===== src/rtl/main_memory_arbiter_pkg.sv =====
// Shared types and constants for the main-memory arbiter and its beat sequencer.
package mem_pkg;

    typedef enum logic [1:0] {
        ST_IDLE   = 2'd0,
        ST_ACCESS = 2'd1,
        ST_DONE   = 2'd2
    } arb_state_e;

    typedef enum logic {
        REQ_IC = 1'b0,
        REQ_DC = 1'b1
    } req_id_e;

    localparam int LINE_WORDS_DEFAULT = 4;
    localparam int MEM_LAT_DEFAULT    = 2;
    localparam int LINE_OFFSET_BITS   = 4;

    // Line base: the byte offset within a 16-byte line is forced to zero.
    function automatic logic [31:0] line_base(input logic [31:0] addr);
        return {addr[31:LINE_OFFSET_BITS], {LINE_OFFSET_BITS{1'b0}}};
    endfunction

endpackage


===== src/rtl/main_memory_arbiter_if.sv =====
// Single-ported main-memory bus; the arbiter is the only master.
interface main_memory_arbiter_if;
    logic        mem_en;
    logic        mem_rd_wr;
    logic [31:0] mem_addr;
    logic [31:0] mem_wdata;
    logic [31:0] mem_rdata;
    logic        mem_valid;

    modport master (
        output mem_en, mem_rd_wr, mem_addr, mem_wdata,
        input  mem_rdata, mem_valid
    );

    modport slave (
        input  mem_en, mem_rd_wr, mem_addr, mem_wdata,
        output mem_rdata, mem_valid
    );
endinterface


===== src/rtl/main_memory_arbiter_beat_counter.sv =====
// Beat index and per-word latency counter; sample fires when the word's data is taken.
module mem_beat_counter
    import mem_pkg::*;
#(
    parameter int LINE_WORDS = LINE_WORDS_DEFAULT,
    parameter int MEM_LAT    = MEM_LAT_DEFAULT,
    parameter int BEAT_W     = (LINE_WORDS > 1) ? $clog2(LINE_WORDS) : 1
) (
    input  logic              clk,
    input  logic              reset,
    input  logic              clear,
    input  logic              active,
    input  logic              stall,
    output logic [BEAT_W-1:0] beat,
    output logic              sample,
    output logic              last_beat
);
    localparam int LAT_W = (MEM_LAT > 1) ? $clog2(MEM_LAT) : 1;

    logic [BEAT_W-1:0] beat_q, beat_d;
    logic [LAT_W-1:0]  lat_q, lat_d;
    logic              lat_end_s;

    assign lat_end_s = (lat_q == LAT_W'(MEM_LAT - 1));
    assign sample    = active && lat_end_s && !stall;
    assign last_beat = (beat_q == BEAT_W'(LINE_WORDS - 1));
    assign beat      = beat_q;

    // Next-state: count latency, advance beat on a non-stalled sample, hold while stalled.
    always_comb begin
        beat_d = beat_q;
        lat_d  = lat_q;
        if (clear) begin
            beat_d = {BEAT_W{1'b0}};
            lat_d  = {LAT_W{1'b0}};
        end else if (!active) begin
            beat_d = beat_q;
            lat_d  = lat_q;
        end else if (!lat_end_s) begin
            lat_d = lat_q + LAT_W'(1);
        end else if (!stall) begin
            lat_d  = {LAT_W{1'b0}};
            beat_d = last_beat ? {BEAT_W{1'b0}} : beat_q + BEAT_W'(1);
        end else begin
            beat_d = beat_q;
            lat_d  = lat_q;
        end
    end

    // Counter registers.
    always_ff @(posedge clk) begin
        if (reset) begin
            beat_q <= {BEAT_W{1'b0}};
            lat_q  <= {LAT_W{1'b0}};
        end else begin
            beat_q <= beat_d;
            lat_q  <= lat_d;
        end
    end

endmodule


===== src/rtl/main_memory_arbiter.sv =====
// Round-robin arbiter and line sequencer sharing main memory between icache and dcache fills.
module main_memory_arbiter
    import mem_pkg::*;
#(
    parameter int LINE_WORDS = LINE_WORDS_DEFAULT,
    parameter int MEM_LAT    = MEM_LAT_DEFAULT
) (
    input  logic                       clk,
    input  logic                       reset,
    input  logic                       ic_req,
    input  logic [31:0]                ic_addr,
    output logic                       ic_ack,
    output logic [32*LINE_WORDS-1:0]   ic_line,
    input  logic                       dc_req,
    input  logic                       dc_rd_wr,
    input  logic [31:0]                dc_addr,
    input  logic [32*LINE_WORDS-1:0]   dc_wdata,
    output logic                       dc_ack,
    output logic [32*LINE_WORDS-1:0]   dc_line,
    main_memory_arbiter_if.master      mem
);
    localparam int BEAT_W = (LINE_WORDS > 1) ? $clog2(LINE_WORDS) : 1;

    arb_state_e state_q, state_d;
    req_id_e    grant_q, grant_d, last_grant_q, last_grant_d, pick_s;
    logic [31:0] base_q, base_d;
    logic        dir_q, dir_d;
    logic [LINE_WORDS-1:0][31:0] wline_q, wline_d, line_q, line_d;
    logic        mem_en_q, mem_en_d, mem_rd_wr_q, mem_rd_wr_d;
    logic [31:0] mem_addr_q, mem_addr_d, mem_wdata_q, mem_wdata_d;
    logic        ic_ack_q, ic_ack_d, dc_ack_q, dc_ack_d;

    logic [BEAT_W-1:0] beat_s, beat_nx_s;
    logic              sample_s, last_beat_s;

    mem_beat_counter #(
        .LINE_WORDS (LINE_WORDS),
        .MEM_LAT    (MEM_LAT),
        .BEAT_W     (BEAT_W)
    ) u_beat (
        .clk       (clk),
        .reset     (reset),
        .clear     (state_q == ST_IDLE),
        .active    (state_q == ST_ACCESS),
        .stall     (!mem.mem_valid),
        .beat      (beat_s),
        .sample    (sample_s),
        .last_beat (last_beat_s)
    );

    assign beat_nx_s = beat_s + BEAT_W'(1);

    // On a tie the requester not served last wins; a lone requester always wins.
    assign pick_s = (ic_req && dc_req) ? ((last_grant_q == REQ_DC) ? REQ_IC : REQ_DC)
                                       : (ic_req ? REQ_IC : REQ_DC);

    // FSM next-state and registered-output computation.
    always_comb begin
        state_d      = state_q;
        grant_d      = grant_q;
        last_grant_d = last_grant_q;
        base_d       = base_q;
        dir_d        = dir_q;
        wline_d      = wline_q;
        line_d       = line_q;
        mem_en_d     = mem_en_q;
        mem_rd_wr_d  = mem_rd_wr_q;
        mem_addr_d   = mem_addr_q;
        mem_wdata_d  = mem_wdata_q;
        ic_ack_d     = 1'b0;
        dc_ack_d     = 1'b0;
        case (state_q)
            ST_IDLE: begin
                if (ic_req || dc_req) begin
                    grant_d     = pick_s;
                    base_d      = line_base((pick_s == REQ_IC) ? ic_addr : dc_addr);
                    dir_d       = (pick_s == REQ_DC) && dc_rd_wr;
                    wline_d     = (pick_s == REQ_DC) ? dc_wdata : {(32*LINE_WORDS){1'b0}};
                    state_d     = ST_ACCESS;
                    mem_en_d    = 1'b1;
                    mem_rd_wr_d = dir_d;
                    mem_addr_d  = base_d;
                    mem_wdata_d = dir_d ? wline_d[0] : 32'h0000_0000;
                end else begin
                    state_d = ST_IDLE;
                end
            end
            ST_ACCESS: begin
                if (sample_s) begin
                    if (!dir_q) begin
                        line_d[beat_s] = mem.mem_rdata;
                    end else begin
                        line_d = line_q;
                    end
                    if (last_beat_s) begin
                        state_d     = ST_DONE;
                        mem_en_d    = 1'b0;
                        mem_rd_wr_d = 1'b0;
                        mem_addr_d  = 32'h0000_0000;
                        mem_wdata_d = 32'h0000_0000;
                        ic_ack_d    = (grant_q == REQ_IC);
                        dc_ack_d    = (grant_q == REQ_DC);
                    end else begin
                        // Word address wraps modulo 2^32 with the line.
                        mem_addr_d  = base_q + 32'({beat_nx_s, 2'b00});
                        mem_wdata_d = dir_q ? wline_q[beat_nx_s] : 32'h0000_0000;
                    end
                end else begin
                    state_d = ST_ACCESS;
                end
            end
            ST_DONE: begin
                last_grant_d = grant_q;
                state_d      = ST_IDLE;
            end
            default: begin
                state_d  = ST_IDLE;
                mem_en_d = 1'b0;
            end
        endcase
    end

    // State and output registers.
    always_ff @(posedge clk) begin
        if (reset) begin
            state_q      <= ST_IDLE;
            grant_q      <= REQ_IC;
            last_grant_q <= REQ_DC;
            base_q       <= 32'h0000_0000;
            dir_q        <= 1'b0;
            wline_q      <= {(32*LINE_WORDS){1'b0}};
            line_q       <= {(32*LINE_WORDS){1'b0}};
            mem_en_q     <= 1'b0;
            mem_rd_wr_q  <= 1'b0;
            mem_addr_q   <= 32'h0000_0000;
            mem_wdata_q  <= 32'h0000_0000;
            ic_ack_q     <= 1'b0;
            dc_ack_q     <= 1'b0;
        end else begin
            state_q      <= state_d;
            grant_q      <= grant_d;
            last_grant_q <= last_grant_d;
            base_q       <= base_d;
            dir_q        <= dir_d;
            wline_q      <= wline_d;
            line_q       <= line_d;
            mem_en_q     <= mem_en_d;
            mem_rd_wr_q  <= mem_rd_wr_d;
            mem_addr_q   <= mem_addr_d;
            mem_wdata_q  <= mem_wdata_d;
            ic_ack_q     <= ic_ack_d;
            dc_ack_q     <= dc_ack_d;
        end
    end

    assign ic_ack        = ic_ack_q;
    assign dc_ack        = dc_ack_q;
    assign ic_line       = line_q;
    assign dc_line       = line_q;
    assign mem.mem_en    = mem_en_q;
    assign mem.mem_rd_wr = mem_rd_wr_q;
    assign mem.mem_addr  = mem_addr_q;
    assign mem.mem_wdata = mem_wdata_q;

endmodule


===== src/flat_wrapper.sv =====
// flat-port wrapper written by rule: the top's interface ports become plain ports
module main_memory_arbiter_flat import mem_pkg::*;
#(
    parameter int LINE_WORDS = LINE_WORDS_DEFAULT,
    parameter int MEM_LAT    = MEM_LAT_DEFAULT
)
  (clk, reset, ic_req, ic_addr, ic_ack, ic_line, dc_req, dc_rd_wr, dc_addr, dc_wdata, dc_ack, dc_line, mem_mem_en, mem_mem_rd_wr, mem_mem_addr, mem_mem_wdata, mem_mem_rdata, mem_mem_valid);
  main_memory_arbiter_if mem_i ();
  input  logic clk;
  input  logic reset;
  input  logic ic_req;
  input  logic [31:0] ic_addr;
  output logic ic_ack;
  output logic [32*LINE_WORDS-1:0] ic_line;
  input  logic dc_req;
  input  logic dc_rd_wr;
  input  logic [31:0] dc_addr;
  input  logic [32*LINE_WORDS-1:0] dc_wdata;
  output logic dc_ack;
  output logic [32*LINE_WORDS-1:0] dc_line;
  output wire logic [$bits(mem_i.mem_en)-1:0] mem_mem_en;
  output wire logic [$bits(mem_i.mem_rd_wr)-1:0] mem_mem_rd_wr;
  output wire logic [$bits(mem_i.mem_addr)-1:0] mem_mem_addr;
  output wire logic [$bits(mem_i.mem_wdata)-1:0] mem_mem_wdata;
  input wire logic [$bits(mem_i.mem_rdata)-1:0] mem_mem_rdata;
  input wire logic [$bits(mem_i.mem_valid)-1:0] mem_mem_valid;
  assign mem_mem_en = mem_i.mem_en;
  assign mem_mem_rd_wr = mem_i.mem_rd_wr;
  assign mem_mem_addr = mem_i.mem_addr;
  assign mem_mem_wdata = mem_i.mem_wdata;
  assign mem_i.mem_rdata = mem_mem_rdata;
  assign mem_i.mem_valid = mem_mem_valid;
  main_memory_arbiter #(.LINE_WORDS(LINE_WORDS), .MEM_LAT(MEM_LAT)) u_core (.clk(clk), .reset(reset), .ic_req(ic_req), .ic_addr(ic_addr), .ic_ack(ic_ack), .ic_line(ic_line), .dc_req(dc_req), .dc_rd_wr(dc_rd_wr), .dc_addr(dc_addr), .dc_wdata(dc_wdata), .dc_ack(dc_ack), .dc_line(dc_line), .mem(mem_i));
endmodule

===== config.mk =====
export PLATFORM = sky130hd
export DESIGN_NAME = main_memory_arbiter_flat
export DESIGN_NICKNAME = d
export VERILOG_FILES = /design/src/rtl/main_memory_arbiter_pkg.sv /design/src/rtl/main_memory_arbiter_if.sv /design/src/rtl/main_memory_arbiter_beat_counter.sv /design/src/rtl/main_memory_arbiter.sv /design/src/flat_wrapper.sv
export SDC_FILE = /design/constraint.sdc
export NUM_CORES = 1
export LEC_CHECK = 0
export CAP_MARGIN = 20
export CORE_ASPECT_RATIO = 0.6
export CORE_MARGIN = 10
export CORE_UTILIZATION = 45
export DETAILED_ROUTE_END_ITERATION = 7
export GPL_ROUTABILITY_DRIVEN = 0
export PLACE_DENSITY = 0.81
export SYNTH_ARGS = -nofsm -noshare
export SYNTH_HDL_FRONTEND = slang
export SYNTH_SLANG_ARGS = --single-unit

===== constraint.sdc =====
create_clock -name clk -period 3.1 [get_ports clk]
set_input_delay 0.31 -clock clk [delete_from_list [all_inputs] [get_ports clk]]
set_output_delay 0.31 -clock clk [all_outputs]
set_load 0.02 [all_outputs]

==> impl_metrics.csv, run 1 <==
group,metric,value,unit
clock_tree,cts_resized,0,
layout,drive_gt1_share,6.385,%
critical_path,max_stage_delay,0.68,ns
sta,tightest_slew,0.8363,ns
sta,report.final.setup_viol,0,
sta,finalClockSkew,0.01541,ns
synth,synth_top_area_share,47.85,%
floorplanning,rows,51,
synth,ys_ff_latch,358,
critical_path,worst-path-max-fanout,13,
route,wl_per_cell,22.17,microns
synth,syn_area,14980,sq um
floorplanning,core-area,32610,sq um
layout,nFillCells,2619,
global_route,grt_pass1_wl,85.14,mm
synth,yosys-top-cells-area,"dfxtp_1 (48%), buf_4 (7.0%), nand2_1 (6.6%)",
sta,tns,0,ns
placed_design,dp_cells,2473,
synth,synth_cells,1728,
global_route,antenna_found_initial,3,
clock_tree,clkSlewWorstSetupHoldPaths,0.06,ns
sta,hold_viol,0,
critical_path,cp_slowest_cell,"ha_2",
clock_tree,hold_buffers,0,
power,power,10.66,mW
critical_path,critPathKind,"reg -> reg",
sta,slew_headroom,44.24,%
layout,finalInstanceArea,20900,sq um
power,peakVddDrop,0.0003565,V
floorplanning,die_x,255.5,microns
run,drv_cap,0,
placed_design,place_area,19770,sq um
route,routed_wl,56.23,mm
clock_tree,cts_tree,"done",
sta,setup_ws,0.6733,ns
synth,netlist-cell-type-count,32,
outcome,status,"completed",
sta,grt_setup_unrepaired,"no",
power,power_leakage,7.350,nW
global_route,grt_max_degree,131,
clock_tree,cts_buffers,35,
global_route,grt_pass1_vias,13720,
synth,synth-seq-area-share,47.85,%
route,postRouteAntennaNets,0,
power,p_per_area,509.9,nW/um^2
hold_path,hold_path_class,"in -> reg",
placed_design,place_hpwl,40.19,mm
synth,postSynthAreaPerCell,8.667,sq um
route,drc_errors,0,
critical_path,crit_chain,"inv_1, ha_2, buf_4, mux4_2, a32oi_1, a211oi_1",
placed_design,pre_cts_ws,0.3383,ns
clock_tree,cts_max_level,2,
sta,layout_min_cycle_time,2.427,ns
clock_tree,root_buffer,"clkbuf_16",
route,first_pass_iters,6,
global_route,grt_usage,25.72,%
layout,final_common_cell,"clkdlybuf4s50_1",
critical_path,cp-start-kind,"flip-flop",
sta,slew_viol_final,0,
synth,yosysTopAreaCell,"dfxtp_1",
floorplanning,initial_core_util,45.93,%
critical_path,worstPathRequired,3.50,ns
clock_tree,clockBufferDepth,3,
layout,syn_to_final_growth,39.57,%
critical_path,cp-end-kind,"flip-flop",
layout,layout_common_cells,"clkdlybuf4s50_1 (542), dfxtp_1 (357), nand2_1 (265)",
critical_path,arrival,2.82,ns
clock_tree,clk_latency,0.52,ns
floorplanning,die_h,161.3,microns
synth,ys_warn_count,0,
route,via_per_inst,5.586,
clock_tree,clock_sinks,358,
layout,layout.nets,2295,
floorplanning,ioPinCount,554,
sta,fmax,0.4121,GHz
floorplanning,dieArea,41220,sq um
global_route,overflow,0,
route,vias,14170,
sta,period_share,78.28,%
layout,final_cells,2536,
clock_tree,post-cts-setup-buffers,0,
route,dr.first_iter.drc_count,1440,
placed_design,portBuffers,543,
## stage by stage
step / hold slack [ns] / util [%]
6_report: 0.3337 / 64.11
5_1_grt: 0.3652 / 64.11
4_1_cts: 0.3182 / 64.00
3_5_place_dp: 0.4495 / 60.62
3_3_place_gp: 0.4474 / 60.62
2_1_floorplan: 0.4283 / -
## cells in the mapped netlist
library cell / n
nand2_1: 265
and2_1: 2
a2111oi_2: 1
a211oi_1: 62
inv_1: 5
nor2_1: 220
a211oi_2: 1
nor2b_1: 4
a22oi_1: 128
dfxtp_1: 358
ha_1: 4
a21oi_1: 165
mux4_2: 32
o21ai_0: 16
a21o_1: 1
nor3b_1: 1
and4b_1: 1
and3_1: 32
conb_1: 1
or3_1: 2
a21boi_0: 26
a21boi_1: 2
nand3_1: 6
nor3_1: 58
buf_4: 140
buf_2: 43
clkbuf_1: 97
a211o_1: 2
nand2b_1: 3
o21ai_1: 13
a32oi_1: 32
buf_1: 5
## layout make-up
class,instances,area (sq um),share of cell area [%]
multi-input combinational,1081,6206,29.69
inverter,5,18.77,0.08978
clock inverter,12,98.84,0.4729
sequential,358,7168,34.29
timing repair buffer,580,5838,27.93
clock buffer,47,1003,4.800
tap,450,563.0,2.693
antenna,3,7.507,0.03591
## kinds of logic (layout without fill, tap and decap cells)
family          after synthesis  count (layout)  share of synthesized area [%]
simple gates                594             594                          16.21
compound gates              449             449                          19.63
flops                       358             358                          47.85
buf+inv                     290             644                          11.14
mux                          32              32                          4.812
fa+ha+maj                     4               4                         0.3342
other cells                   1               5                        0.02504
## path summary, 6_finish.rpt
check	start	endpoint	slack (ns)	cells past startpoint
setup / recovery	u_core.u_beat.beat[1]	u_core.mem.mem_wdata[8]	0.67	6
hold / removal	reset	u_core.dc_line[62]	0.33	2
setup reg to reg	u_core.u_beat.beat[1]	u_core.mem.mem_wdata[8]	0.67	6
hold reg to reg	u_core.mem.mem_addr[3]	u_core.mem.mem_addr[3]	0.46	2
## layer usage
metal,up-vias,share of wire [%],track usage [%]
met3,81,7.7,5.478
met5,-,0,0
met2,652,49,43.31
met4,0,2.0,7.464
li1,6541,-,-
met1,6891,41,32.77
## sequential cells by signal (all words and copies together), names as in the netlist, 2 cells and up
signal / cells
u_core.u_beat.beat: 2
u_core.dc_line: 128
u_core.mem.mem_wdata: 32
u_core.mem.mem_addr: 30
u_core.wline_q: 128
u_core.state_q: 2
u_core.base_q: 28
## power by group
group / internal [mW] / leakage (nW) / switching, mW
registers: 4.82 / 2.92 / 0.132
clock network: 2.36 / 0.546 / 1.81
logic: 0.717 / 3.88 / 0.820
total: 7.90 / 7.35 / 2.76
## critical path, delay by kind of cell, from the launching register on
kind | cells | cell delay [ns]
AOI/OAI and AO/OA | 2 | 0.35
adders and majority gates | 1 | 0.68
buffers and inverters | 2 | 0.36
DFF | 1 | 0.40
muxes | 1 | 0.51
(Power assumes the default switching activity.)
==> run 2: changes to the inputs <==
--- a/config.mk
+++ b/config.mk
@@ -8,10 +8,10 @@
 export CAP_MARGIN = 20
 export CORE_ASPECT_RATIO = 0.6
 export CORE_MARGIN = 10
-export CORE_UTILIZATION = 45
+export CORE_UTILIZATION = 40
 export DETAILED_ROUTE_END_ITERATION = 7
 export GPL_ROUTABILITY_DRIVEN = 0
-export PLACE_DENSITY = 0.81
+export PLACE_DENSITY = 0.76
 export SYNTH_ARGS = -nofsm -noshare
 export SYNTH_HDL_FRONTEND = slang
 export SYNTH_SLANG_ARGS = --single-unit
==> constraint.sdc (replaced) <==
create_clock -name clk -period 2.1 [get_ports clk]
set_input_delay 0.21 -clock clk [delete_from_list [all_inputs] [get_ports clk]]
set_output_delay 0.21 -clock clk [all_outputs]
set_load 0.02 [all_outputs]
==> run 2 against run 1 <==
Hold slack worse by 0.20 ns. Total power up 48%. Combinational power up 49%. Sequential share of layout area down 0.50 points. Largest power group unchanged. Cell area up 1.5%. Clock-buffer cell count up 6. First-iteration DRC count down 3.0%. Worst setup slack worse by 0.56 ns. Critical path type unchanged. Critical endpoint is now u_core.mem.mem_wdata[24]. Via count down 0.18%. Non-clock buffer count up 9.
==> impl_metrics.csv, run 2 (synthesis gave the netlist of run 1 again) <==
group,metric,value,unit
clock_tree,root_buffer,"clkbuf_16",
route,via_per_inst,5.434,
clock_tree,cts_max_level,2,
critical_path,arrival,2.36,ns
floorplanning,core-area,36620,sq um
hold_path,min_path_cells,2,
power,p_per_area,743.4,nW/um^2
critical_path,cp-end-kind,"flip-flop",
critical_path,cp-start-kind,"flip-flop",
global_route,grt_pass1_vias,13480,
clock_tree,cts_buffers,35,
critical_path,worstPathRequired,2.47,ns
critical_path,worst-path-max-fanout,12,
global_route,grt_usage,22.78,%
sta,tns,0,ns
clock_tree,clkSlewWorstSetupHoldPaths,0.06,ns
route,drc_errors,0,
floorplanning,rows,54,
placed_design,portBuffers,543,
route,dr.first_iter.drc_count,1397,
layout,drive_gt1_share,6.648,%
sta,grt_setup_unrepaired,"no",
route,wl_per_cell,21.69,microns
hold_path,hp-start,"reset",
critical_path,max_stage_delay,0.52,ns
route,vias,14140,
layout,syn_to_final_growth,41.65,%
hold_path,hold_path_class,"in -> reg",
critical_path,critPathTopFamily,"multiplexers",
floorplanning,die_h,169.9,microns
layout,layout.nets,2304,
sta,report.final.setup_viol,0,
critical_path,crit_chain,"inv_1, ha_4, clkbuf_16, mux4_2, a32oi_1, a211oi_1",
critical_path,cp_slowest_cell,"mux4_2",
sta,finalClockSkew,0.01085,ns
clock_tree,cts_tree,"done",
route,postRouteAntennaNets,0,
sta,layout_min_cycle_time,1.985,ns
clock_tree,clock_sinks,358,
placed_design,dp_cells,2536,
floorplanning,initial_core_util,40.90,%
sta,tightest_slew,0.6056,ns
sta,hold_viol,0,
global_route,grt_max_degree,90,
critical_path,r2r_cells,6,
critical_path,cp.buffers_inverters,2,
sta,fmax,0.5039,GHz
route,routed_wl,56.43,mm
global_route,overflow,0,
clock_tree,clockBufferDepth,3,
sta,period_share,94.50,%
outcome,status,"completed",
critical_path,worstReg2RegStart,"u_core.u_beat.beat[0]",
route,first_pass_iters,5,
sta,whs,0.1318,ns
layout,final_cells,2602,
run,drv_cap,0,
floorplanning,dieArea,45840,sq um
placed_design,place_hpwl,40.53,mm
critical_path,r2r_setup_slack,0.12,ns
sta,slew_viol_final,0,
layout,final_common_cell,"clkdlybuf4s50_1",
power,peakVddDrop,0.0004340,V
critical_path,critPathKind,"reg -> reg",
critical_path,timing.rr.end,"u_core.mem.mem_wdata[24]",
clock_tree,clk_latency,0.51,ns
global_route,antenna_found_initial,5,
global_route,grt_pass1_wl,83.51,mm
layout,layout_common_cells,"clkdlybuf4s50_1 (541), dfxtp_1 (357), nand2_1 (265)",
sta,slew_headroom,59.63,%
hold_path,worstHoldEndpoint,"u_core.grant_q",
power,power_leakage,7.448,nW
floorplanning,ioPinCount,554,
floorplanning,die_x,269.8,microns
-- run 2: cell types whose count changed in the layout (fill, tap and decap cells not counted), moves of 2 or more --
cell | before | now
buf_12 | 8 | 20
buf_4 | 28 | 24
clkbuf_1 | 6 | 8
clkbuf_8 | 4 | 8
clkinv_2 | 7 | 4
clkinv_4 | 2 | 0
diode_2 | 3 | 7
-- run 2: how the worst max path moves through the flow --
stage                                to  cells after the start             startpoint  slack (ns)
2_1_floorplan  u_core.mem.mem_wdata[22]                      9  u_core.u_beat.beat[0]      0.0009
3_3_place_gp   u_core.mem.mem_wdata[12]                      6  u_core.u_beat.beat[1]        0.09
3_5_place_dp    u_core.mem.mem_addr[16]                      6          mem_mem_valid        0.03
4_1_cts        u_core.mem.mem_wdata[24]                      6  u_core.u_beat.beat[1]        0.04
5_1_grt        u_core.mem.mem_wdata[12]                      6  u_core.u_beat.beat[0]        0.04
6_report       u_core.mem.mem_wdata[24]                      6  u_core.u_beat.beat[0]        0.12
-- run 2: cell type report --
cell class	count	area, sq um
multi-input combinational	1081	6211
inverter	5	18.77
tap	504	630.6
timing repair buffer	589	6052
clock buffer	53	1066
fill	3165	15410
sequential	358	7168
clock inverter	5	50.05
antenna	7	17.52
-- run 2: where the power goes --
group / total [mW] / switching [mW] / internal [mW] / leakage, nW
clock network: 6.17 / 2.56 / 3.61 / 0.553
registers: 7.30 / 0.189 / 7.11 / 2.92
logic: 2.30 / 1.22 / 1.08 / 3.98
-- run 2: layer usage --
metal	share of wire [%]	GRT usage [%]
met1	40	28.79
met2	49	38.41
met3	7.9	5.053
met4	2.6	7.228
met5	0	0
-- run 2: metrics by stage --
stage / power, mW / cell area [sq um] / setup WS, ns / utilization [%]
2_1_floorplan: 8.570 / 15040 / 0.0009106 / -
3_3_place_gp: 9.665 / 20040 / 0.08963 / 54.73
3_5_place_dp: 9.721 / 20040 / 0.03283 / 54.73
4_1_cts: 15.89 / 21160 / 0.03934 / 57.78
5_1_grt: 16.38 / 21200 / 0.03690 / 57.90
6_report: 15.77 / 21210 / 0.1154 / 57.93
-- run 2: repair_timing --
action,CTS,global route
hold buffers,0,0
buffers inserted,0,0
endpoints found under the setup margin,0,23
resized for setup,0,2
==> run 3: changes to the inputs <==
--- a/config.mk
+++ b/config.mk
@@ -6,12 +6,11 @@
 export NUM_CORES = 1
 export LEC_CHECK = 0
 export CAP_MARGIN = 20
-export CORE_ASPECT_RATIO = 0.6
-export CORE_MARGIN = 10
-export CORE_UTILIZATION = 40
+export CORE_AREA = 2 2 214 216
+export CTS_CLUSTER_SIZE = 24
 export DETAILED_ROUTE_END_ITERATION = 7
+export DIE_AREA = 0 0 216 218
 export GPL_ROUTABILITY_DRIVEN = 0
-export PLACE_DENSITY = 0.76
 export SYNTH_ARGS = -nofsm -noshare
 export SYNTH_HDL_FRONTEND = slang
 export SYNTH_SLANG_ARGS = --single-unit
==> constraint.sdc (replaced) <==
create_clock -name clk -period 2.45 [get_ports clk]
set_input_delay 0.245 -clock clk [delete_from_list [all_inputs] [get_ports clk]]
set_output_delay 0.245 -clock clk [all_outputs]
set_load 0.02 [all_outputs]
==> run 3 against run 2 <==
Hold slack got worse by 0.024 ns. Sequential cell count stayed put. Highest routed layer is now met5. Critical endpoint is now u_core.mem.mem_wdata[17]. Cell count increased by 4.0%. Non-clock buffer count fell by 1. Total power down 8.4%.
==> impl_metrics.csv, run 3 (synthesis gave the netlist of run 1 again) <==
group,metric,value,unit
critical_path,cp-start-kind,"flip-flop",
layout,multi_input_area,6203,sq um
layout,ff_latch_area,7168,sq um
critical_path,worstPathRequired,2.88,ns
layout,drive_gt1_share,7.133,%
power,peakVddDrop,0.0004853,V
placed_design,place_hpwl,38.68,mm
sta,grt_setup_unrepaired,"no",
clock_tree,clock_sinks,358,
sta,slew_viol_final,0,
hold_path,hold_path_class,"in -> reg",
layout,fin_util,47.88,%
floorplanning,core-area,44890,sq um
placed_design,place_area,20120,sq um
route,dr.first_iter.drc_count,865,
clock_tree,clkSlewWorstSetupHoldPaths,0.06,ns
critical_path,arrival,2.56,ns
hold_path,min_path_cells,2,
route,postRouteAntennaNets,0,
critical_path,worst-path-max-fanout,27,
floorplanning,rows,78,
clock_tree,clockBufferDepth,3,
global_route,grt_usage,21.86,%
route,drc_errors,0,
sta,fmax,0.4683,GHz
sta,setup_ws,0.3147,ns
sta,period_share,87.16,%
placed_design,pre_cts_ws,0.1428,ns
floorplanning,ioPinCount,554,
global_route,met1_usage,25.19,%
power,power_leakage,7.535,nW
layout,layout.nets,2309,
global_route,met2_usage,38.70,%
clock_tree,post-cts-setup-buffers,0,
sta,hold_viol,0,
clock_tree,cts_max_level,2,
global_route,grt_pass1_wl,79.92,mm
sta,report.final.setup_viol,0,
sta,finalClockSkew,0.01937,ns
clock_tree,cts_buffers,41,
sta,whs,0.1074,ns
floorplanning,dieArea,47090,sq um
route,via_per_inst,5.117,
sta,tns,0,ns
critical_path,worstReg2RegStart,"u_core.u_beat.beat[1]",
sta,layout_min_cycle_time,2.135,ns
clock_tree,cts_tree,"done",
layout,finalInstanceArea,21490,sq um
outcome,status,"completed",
global_route,grt_pass1_vias,13340,
global_route,top_usage_layer,"met2",
global_route,grt_max_degree,90,
layout,syn_to_final_growth,43.52,%
route,wl_per_cell,19.81,microns
global_route,overflow,0,
layout,nFillCells,4281,
global_route,use_met3,5.286,%
critical_path,cp-end-kind,"flip-flop",
floorplanning,die_h,218,microns
route,first_pass_iters,5,
sta,slew_headroom,56.97,%
clock_tree,hold_buffers,0,
floorplanning,initial_core_util,33.36,%
hold_path,hp-start,"reset",
clock_tree,cts_resized,0,
sta,tightest_slew,0.6454,ns
clock_tree,clk_latency,0.55,ns
hold_path,worstHoldEndpoint,"u_core.wline_q[57]",
layout,final_common_cell,"clkdlybuf4s50_1",
route,vias,13840,
critical_path,cp-startpoint,"u_core.u_beat.beat[1]",
critical_path,timing.rr.end,"u_core.mem.mem_wdata[17]",
layout,layout_common_cells,"clkdlybuf4s50_1 (542), dfxtp_1 (357), nand2_1 (265)",
run,drv_cap,0,
route,routed_wl,53.59,mm
placed_design,portBuffers,543,
floorplanning,die_x,216,microns
power,p_per_area,672.0,nW/um^2
critical_path,r2r_setup_slack,0.31,ns
clock_tree,root_buffer,"clkbuf_16",
critical_path,critPathKind,"reg -> reg",
global_route,antenna_found_initial,5,
critical_path,r2r_cells,6,
[run 3: changes by cell type in the layout (fill, tap and decap cells not counted), moves of 2 or more]
cell       before  now
inv_6           0    2
buf_12         20   16
diode_2         7    2
buf_4          24   29
bufinv_16       1    3
clkbuf_16      38   43
[run 3: where the power goes]
part / total [mW] / internal, mW / switching, mW / leakage [nW]
registers: 6.26 / 6.10 / 0.159 / 2.92
clock network: 6.24 / 3.79 / 2.46 / 0.675
logic: 1.95 / 0.918 / 1.03 / 3.94
total: 14.4 / 10.8 / 3.64 / 7.54
[run 3: layout make-up]
type / count / share of cell area (%)
Clock inverter: 11 / 0.6520
Tap cell: 600 / 3.493
Clock buffer: 60 / 5.722
Inverter: 5 / 0.08732
Antenna cell: 2 / 0.02328
Sequential cell: 358 / 33.35
Timing Repair Buffer: 588 / 27.81
Multi-Input combinational cell: 1081 / 28.86
[run 3: per-layer routing]
layer | part of all wire [%] | vias up | wire [microns]
li1 | - | 6595 | -
met1 | 39 | 6609 | 20720
met2 | 51 | 538 | 27120
met3 | 7.1 | 94 | 3823
met4 | 3.5 | 6 | 1883
met5 | 0.086 | - | 46
[run 3: worst max-delay path by stage]
stage	to	slack [ns]
2_1_floorplan	u_core.mem.mem_wdata[10]	0.008
3_3_place_gp	u_core.wline_q[121]	0.17
3_5_place_dp	u_core.wline_q[121]	0.14
4_1_cts	u_core.mem.mem_wdata[17]	0.28
5_1_grt	u_core.mem.mem_wdata[1]	0.19
6_report	u_core.mem.mem_wdata[17]	0.31
[run 3: worst max-delay path, stage by stage, from the launching register on]
cell and delay [ns]:
dfxtp_1 0.37, inv_1 0.08, ha_2 0.36, buf_12 0.24
mux4_2 0.53, a32oi_1 0.28, a211oi_1 0.11
[run 3: per-stage QoR]
stage,total power [mW],cells
after floorplan,7.342,1729
after global placement,8.304,2632
after detailed placement,8.335,2632
after CTS,14.63,2703
after global routing,15.00,2705
final,14.45,2705
